===== config.mk =====
export PLATFORM = sky130hd
export DESIGN_NAME = popcount_accumulator
export DESIGN_NICKNAME = d
export VERILOG_FILES = /design/src/rtl/popcount_accumulator.sv
export SDC_FILE = /design/constraint.sdc
export NUM_CORES = 1
export LEC_CHECK = 0
export ABC_CLOCK_PERIOD_IN_PS = 2300
export CORE_UTILIZATION = 33
export CTS_BUF_LIST = sky130_fd_sc_hd__clkbuf_4 sky130_fd_sc_hd__clkbuf_8
export DETAILED_ROUTE_END_ITERATION = 7
export SLEW_MARGIN = 20
export SYNTH_ARGS = -nofsm -noshare
export SYNTH_HDL_FRONTEND = slang
export SYNTH_SLANG_ARGS = --single-unit
export TNS_END_PERCENT = 50

===== constraint.sdc =====
create_clock -name clk -period 2.3 [get_ports clk]
set_clock_uncertainty 0.1 [all_clocks]
set_input_delay 0.23 -clock clk [delete_from_list [all_inputs] [get_ports clk]]
set_output_delay 0.23 -clock clk [all_outputs]
set_load 0.02 [all_outputs]

===== src/rtl/popcount_accumulator.sv =====
`default_nettype none
// ============================================================================
//  Module      : popcount_accumulator
//  Description : Sums the 4-bit column counts from the 13-input adder stage
//                over a frame delimited by in_last. The frame total is
//                presented on a valid/ready result port. The sum and the
//                beat count both saturate, and out_ovf records that either
//                one saturated.
//                Optional macro POPCOUNT_ACC_DOT_EN adds a signed out_dot
//                output equal to 2*out_sum - 13*out_beats.
//  Revision    : 1.0 - initial release
// ============================================================================
module popcount_accumulator #(
    parameter int ACC_W  = 16,
    parameter int BEAT_W = 8
) (
    input  logic              clk,
    input  logic              reset_n,
    input  logic              in_valid,
    output logic              in_ready,
    input  logic [3:0]        in_cnt,
    input  logic              in_last,
    output logic              out_valid,
    input  logic              out_ready,
    output logic [ACC_W-1:0]  out_sum,
    output logic [BEAT_W-1:0] out_beats,
    output logic              out_ovf
`ifdef POPCOUNT_ACC_DOT_EN
    ,
    output logic signed [ACC_W+BEAT_W+1:0] out_dot
`endif
);

    localparam logic [1:0] c_IDLE = 2'd0;
    localparam logic [1:0] c_ACC  = 2'd1;
    localparam logic [1:0] c_DONE = 2'd2;

    logic [1:0]        state_q, state_d;
    logic              ready_q;
    logic [ACC_W-1:0]  acc_q, acc_d;
    logic [BEAT_W-1:0] beats_q, beats_d;
    logic              ovf_q, ovf_d;

    logic              w_accept;
    logic [ACC_W:0]    w_acc_sum;

    assign w_accept  = in_valid & ready_q;
    assign w_acc_sum = {1'b0, acc_q} + {{(ACC_W-3){1'b0}}, in_cnt};

    // Frame sequencing: open on the first beat, close on in_last, then hold the result until it is taken
    always_comb begin
        state_d = state_q;
        case (state_q)
            c_IDLE: if (w_accept) state_d = in_last ? c_DONE : c_ACC;
            c_ACC:  if (w_accept && in_last) state_d = c_DONE;
            c_DONE: if (out_ready) state_d = c_IDLE;
            default: state_d = c_IDLE;
        endcase
    end

    // Datapath next state: load on the first beat of a frame, saturating add otherwise
    always_comb begin
        acc_d   = acc_q;
        beats_d = beats_q;
        ovf_d   = ovf_q;
        if (w_accept) begin
            if (state_q == c_IDLE) begin
                acc_d   = {{(ACC_W-4){1'b0}}, in_cnt};
                beats_d = BEAT_W'(1);
                ovf_d   = 1'b0;
            end else begin
                if (w_acc_sum[ACC_W]) begin
                    acc_d = '1;
                    ovf_d = 1'b1;
                end else begin
                    acc_d = w_acc_sum[ACC_W-1:0];
                end
                if (&beats_q) begin
                    ovf_d = 1'b1;
                end else begin
                    beats_d = beats_q + BEAT_W'(1);
                end
            end
        end
    end

    // State, ready and accumulator registers; ready is registered so it is low throughout reset
    always_ff @(posedge clk or negedge reset_n) begin
        if (!reset_n) begin
            state_q <= c_IDLE;
            ready_q <= 1'b0;
            acc_q   <= '0;
            beats_q <= '0;
            ovf_q   <= 1'b0;
        end else begin
            state_q <= state_d;
            ready_q <= (state_d != c_DONE);
            acc_q   <= acc_d;
            beats_q <= beats_d;
            ovf_q   <= ovf_d;
        end
    end

    assign in_ready  = ready_q;
    assign out_valid = (state_q == c_DONE);
    assign out_sum   = acc_q;
    assign out_beats = beats_q;
    assign out_ovf   = ovf_q;

`ifdef POPCOUNT_ACC_DOT_EN
    localparam int DOT_W = ACC_W + BEAT_W + 2;

    logic signed [DOT_W-1:0] dot_q, w_dot_d;
    logic signed [DOT_W-1:0] w_sum_x, w_beats_x;

    // Map the popcount of matches onto a +/-1 dot product: 2*sum - 13*beats, with no saturation
    always_comb begin
        w_sum_x   = {{(DOT_W-ACC_W){1'b0}}, acc_d};
        w_beats_x = {{(DOT_W-BEAT_W){1'b0}}, beats_d};
        w_dot_d   = (w_sum_x <<< 1) - ((w_beats_x <<< 3) + (w_beats_x <<< 2) + w_beats_x);
    end

    // The dot product register follows the accumulator, so it holds exactly as out_sum does
    always_ff @(posedge clk or negedge reset_n) begin
        if (!reset_n) begin
            dot_q <= '0;
        end else if (w_accept) begin
            dot_q <= w_dot_d;
        end
    end

    assign out_dot = dot_q;
`endif

endmodule
`default_nettype wire


Word level (Yosys, flattened, before mapping)
Index checks and enable logic that the tools add are counted.
{"block": "op_classes", "n_addsub": 2, "n_eq_ne": 4, "n_mux": 12, "n_bitwise": 1, "n_reduce_logical": 6}
{"op": "$mux 16", "count": 2}
{"op": "$add 16x4->17", "count": 1}
{"op": "$mux 8", "count": 2}
{"op": "$add 8x1->8 const B", "count": 1}
{"op": "$mux 2", "count": 4}
{"op": "$reduce_and 8->1", "count": 1}
{"op": "$pmux 2 s3", "count": 1}
{"op": "$ne 2x2->1 const B", "count": 2}
{"op": "$reduce_and 2->1", "count": 2}
{"op": "$mux 1", "count": 3}
{"op": "$reduce_bool 3->1", "count": 1}
{"op": "$eq 2x1->1 const B", "count": 1}
{"op": "$eq 2x2->1 const B", "count": 1}
{"op": "$logic_not 2->1", "count": 1}
{"op": "$and 1x1->1", "count": 1}
{"op": "$logic_and 1x1->1", "count": 1}
{"block": "word_totals", "reg_bits": 28, "inputBits": 9, "out_inout_bits": 27, "wordCells": 30}

Logic depth before layout (Yosys ltp)
{"block": "depth", "ltp_word": 5, "ltp_mapped": 6, "depth_no_buf": 6}

Worst setup path before layout
No wires, ideal clock.
{"block": "synth_path", "kind": "register to register", "startpoint": "register acc_q[0] (netlist: out_sum[0])", "endpoint": "register acc_q[15] (netlist: out_sum[15])", "t_arrival_ns": 1.975, "setup_slack_ns": 0.082, "path_stages_with_launch": 7, "path_buffers": 0, "synth_period_minus_slack_ns": 2.218, "path_cell_list": "dfrtp_1 ha_1 fa_1 a211oi_2 nor2_2 a211oi_2 a311oi_2"}
{"block": "synth_via", "elab_chain_cells": 3}
{"element": "start, declared", "line": "40", "source": "logic [ACC_W-1:0] acc_q, acc_d;"}
{"element": "start signal, assigned", "line": "92", "source": "acc_q <= '0;"}
{"element": "start signal, assigned", "line": "98", "source": "acc_q <= acc_d;"}
{"element": "$add 16x4->17", "line": "48", "source": "assign w_acc_sum = {1'b0, acc_q} + {{(ACC_W-3){1'b0}}, in_cnt};"}
{"element": "$mux 16", "line": "72", "source": "if (w_acc_sum[ACC_W]) begin"}
{"element": "$mux 16", "line": "67", "source": "if (state_q == c_IDLE) begin"}
Every way passes these cells.
A chain may end at the register's enable or synchronous reset.

Worst setup path after layout
{"block": "layout_path", "startpoint": "register acc_q[0] (netlist: out_sum[0])", "endpoint": "register acc_q[4] (netlist: out_sum[4])"}
Same word-level chain as after synthesis.

==> results.md <==
* Critical Path RT at 2390 ps
* R2R Setup Slk at 190 ps
* CTS tree: yes
* Final Worst Setup Slack at 185 ps
* ANT cells at 0
* Drt drc at 0
* Die H at 73.9 um
* Vias in the first global route at 1,538
* CTS resizes at 0
* Initial antenna violation count at 0
* Final Cell Area at 0.00229 mm2
* Initial Util at 35.2%
* Ys async rst share at 100%
* Maximum VDD drop at 0.385 mV
* Yosys warns at 0
* CP Class: register to register
* Number of flops mapped to enable cells by yosys at 0
* Post-synthesis sequential area ratio at 41.1%
* Post-Route Setup TNS at 0 ps
* I/O Buffers at 35
* Num CTS Buffers at 3
* RSZ-0062 raised after global routing: no
* Commonest non-fill, non-tap cell in the layout: clkdlybuf4s50_1
* Post-CTS setup buffer count at 0
* Ports at 36
* Final number of setup-violating endpoints at 0
* Final worst path period share at 91.9%
* Outcome: finished, final reports clean
* All-layer global routing usage at 18.1%
* Sink Count at 28
* DRT Pass-1 Iters at 4
* Fin crit period at 2110 ps
* Row Count at 25
* DP HPWL at 3.36 mm
* Clock transition at path regs at 100 ps
* Leakage dissipation at 0.985 nW
* H-tree depth at 1
* Path depth of the worst reg2reg path at 7
* Worst rel slew slack at 61.5%
* Syn-to-layout area delta at 34.5%
* Worst skew pair latency at 290 ps
* Gr ovfl total at 0
* Crit-path max FO at 3
* Startpoint types: register
* DR WL/cell at 15.3 um
* DR vias at 1,598
* First-pass GRT wire length at 7.42 mm
* Layout cell share with drive strength beyond 1 at 16.7%
* Root buf cell: clkbuf_8
* Number of buffers on the longest clock path at 2
* Pre-CTS setup slack at -104 ps
* Final wirelength at 4.52 mm
* Measured slew at the worst slew-check pin at 577 ps
* Power Total at 0.00208 W
* Reg2Reg Launch Point: out_sum[0]$_DFFE_PN0N_
* Syn_nets at 195
* Synth Area per Inst at 9.48 um2
* Largest net degree at the start of global routing at 29
* Distinct cells, synth at 47
* Final Hold Fails at 0
* CTS Hold Bufs at 0
* Power density cells at 905 mW/mm2
* Post-DP Area at 0.00222 mm2
* Die area at 0.00546 mm2
* Worst hold path type: primary input to async pin
* Nets at 244
* Core Util, Final at 47.3%
* Mapped cell area at 0.00171 mm2
* Post-Synthesis Cells at 180
* Core area at 0.00485 mm2
* Detail Route Antenna Nets at 0
* DRT iter0 DRCs at 59
* Max Clock Freq at 0.473 GHz
* WP data arrival at 2210 ps
* Post-DR vias/cell at 5.42
* Most common flop cell mapped by yosys: dfrtp_1
* Max capacitance violation total at 0
* R2r endpoint: out_sum[4]$_DFFE_PN0N_
* Setup crit end: out_sum[4]$_DFFE_PN0N_
* Die Width at 73.9 um
* Placer Congestion at 0.813
* Commonest non-fill, non-tap cells in the layout: clkdlybuf4s50_1, dfrtp_1, nor2_1
* Critical Path Start: out_sum[0]$_DFFE_PN0N_
* Fillers at 480
* Crit end category: register
* Max-slew violation count at 0
* Synthesized flop and latch total at 28
stage by stage:
step / std cells / hold slack, ps
5_1_grt: 295 / 272
6_report: 295 / 205
2_1_floorplan: 180 / -166
3_5_place_dp: 291 / 405
4_1_cts: 295 / 221
3_3_place_gp: 291 / 405
cell families after synthesis:
family / synth area share, %
AOI/OAI and AO/OA: 28.4
xor gates and xnor gates: 1.03
and+or+nand+nor: 22.1
DFF: 41.1
adders and majority gates: 4.84
buffers and inverters: 2.64
synthesized netlist by cell type, types with 2 or more instances:
library cell	instances	area (um2)
and3_2	2	15.0
nor3_4	2	32.5
nor3_1	6	30.0
nand3_1	6	30.0
a22o_1	2	17.5
a41oi_1	2	17.5
and3_1	5	31.3
a31o_2	2	17.5
a21oi_1	12	60.1
a21o_1	5	37.5
nor2_1	16	60.1
a31oi_1	7	43.8
a311oi_2	2	30.0
a211oi_1	8	60.1
inv_1	4	15.0
o21ai_0	14	70.1
a211oi_2	3	37.5
o211ai_1	2	15.0
buf_2	2	10.0
dfrtp_1	28	701
nor2_2	2	12.5
nand4_1	4	25.0
a311oi_1	3	26.3
ha_1	5	62.6
clkbuf_1	2	7.51
nand2_1	13	48.8
worst max-delay path, cell delays in order, from the launching register on:
cell and delay, ps:
dfrtp_1 410, ha_1 210, fa_1 400, buf_4 160, a21o_1 180, a21oi_1 230, a211oi_1 70, a211oi_1 270
power by group:
part | internal [W] | switching [W] | leakage [nW]
clock | 0.000234 | 0.000167 | 0.0357
combinational | 0.000445 | 0.000502 | 0.580
sequential | 0.000590 | 0.000139 | 0.370
sequential cells by signal (all words and copies together) (netlist names):
name	cells
out_beats	8
state_q	2
out_ovf	1
out_sum	16
in_ready	1
how the worst min path moves through the flow:
stage,slack (ps),to,startpoint
final,210,out_sum[10]$_DFFE_PN0N_,reset_n
after global routing,270,out_beats[0]$_DFFE_PN0P_,reset_n
after global placement,400,out_sum[0]$_DFFE_PN0N_,out_sum[0]$_DFFE_PN0N_
after CTS,220,in_ready$_DFF_PN0_,reset_n
after detailed placement,410,out_sum[0]$_DFFE_PN0N_,out_sum[0]$_DFFE_PN0N_
after floorplan,-170,in_ready$_DFF_PN0_,reset_n
per-layer routing:
metal  GRT usage (%)  vias up  part of all wire [%]
met5               0        -                     0
met4            8.76        0                   2.0
met3            2.06        5                   3.4
met2            27.8       31                    44
met1            25.3      763                    50
li1                -      799                     -
area by class of cell:
type / count / area [um2] / share of cell area, %
Clock buffer: 3 / 41.3 / 1.80
Sequential cell: 28 / 701 / 30.5
Tap cell: 67 / 83.8 / 3.65
Inverter: 4 / 15.0 / 0.654
Multi-Input combinational cell: 142 / 961 / 41.9
Clock inverter: 1 / 30.0 / 1.31
Timing Repair Buffer: 50 / 463 / 20.2
No activity file was read; power rests on OpenSTA's default activity.
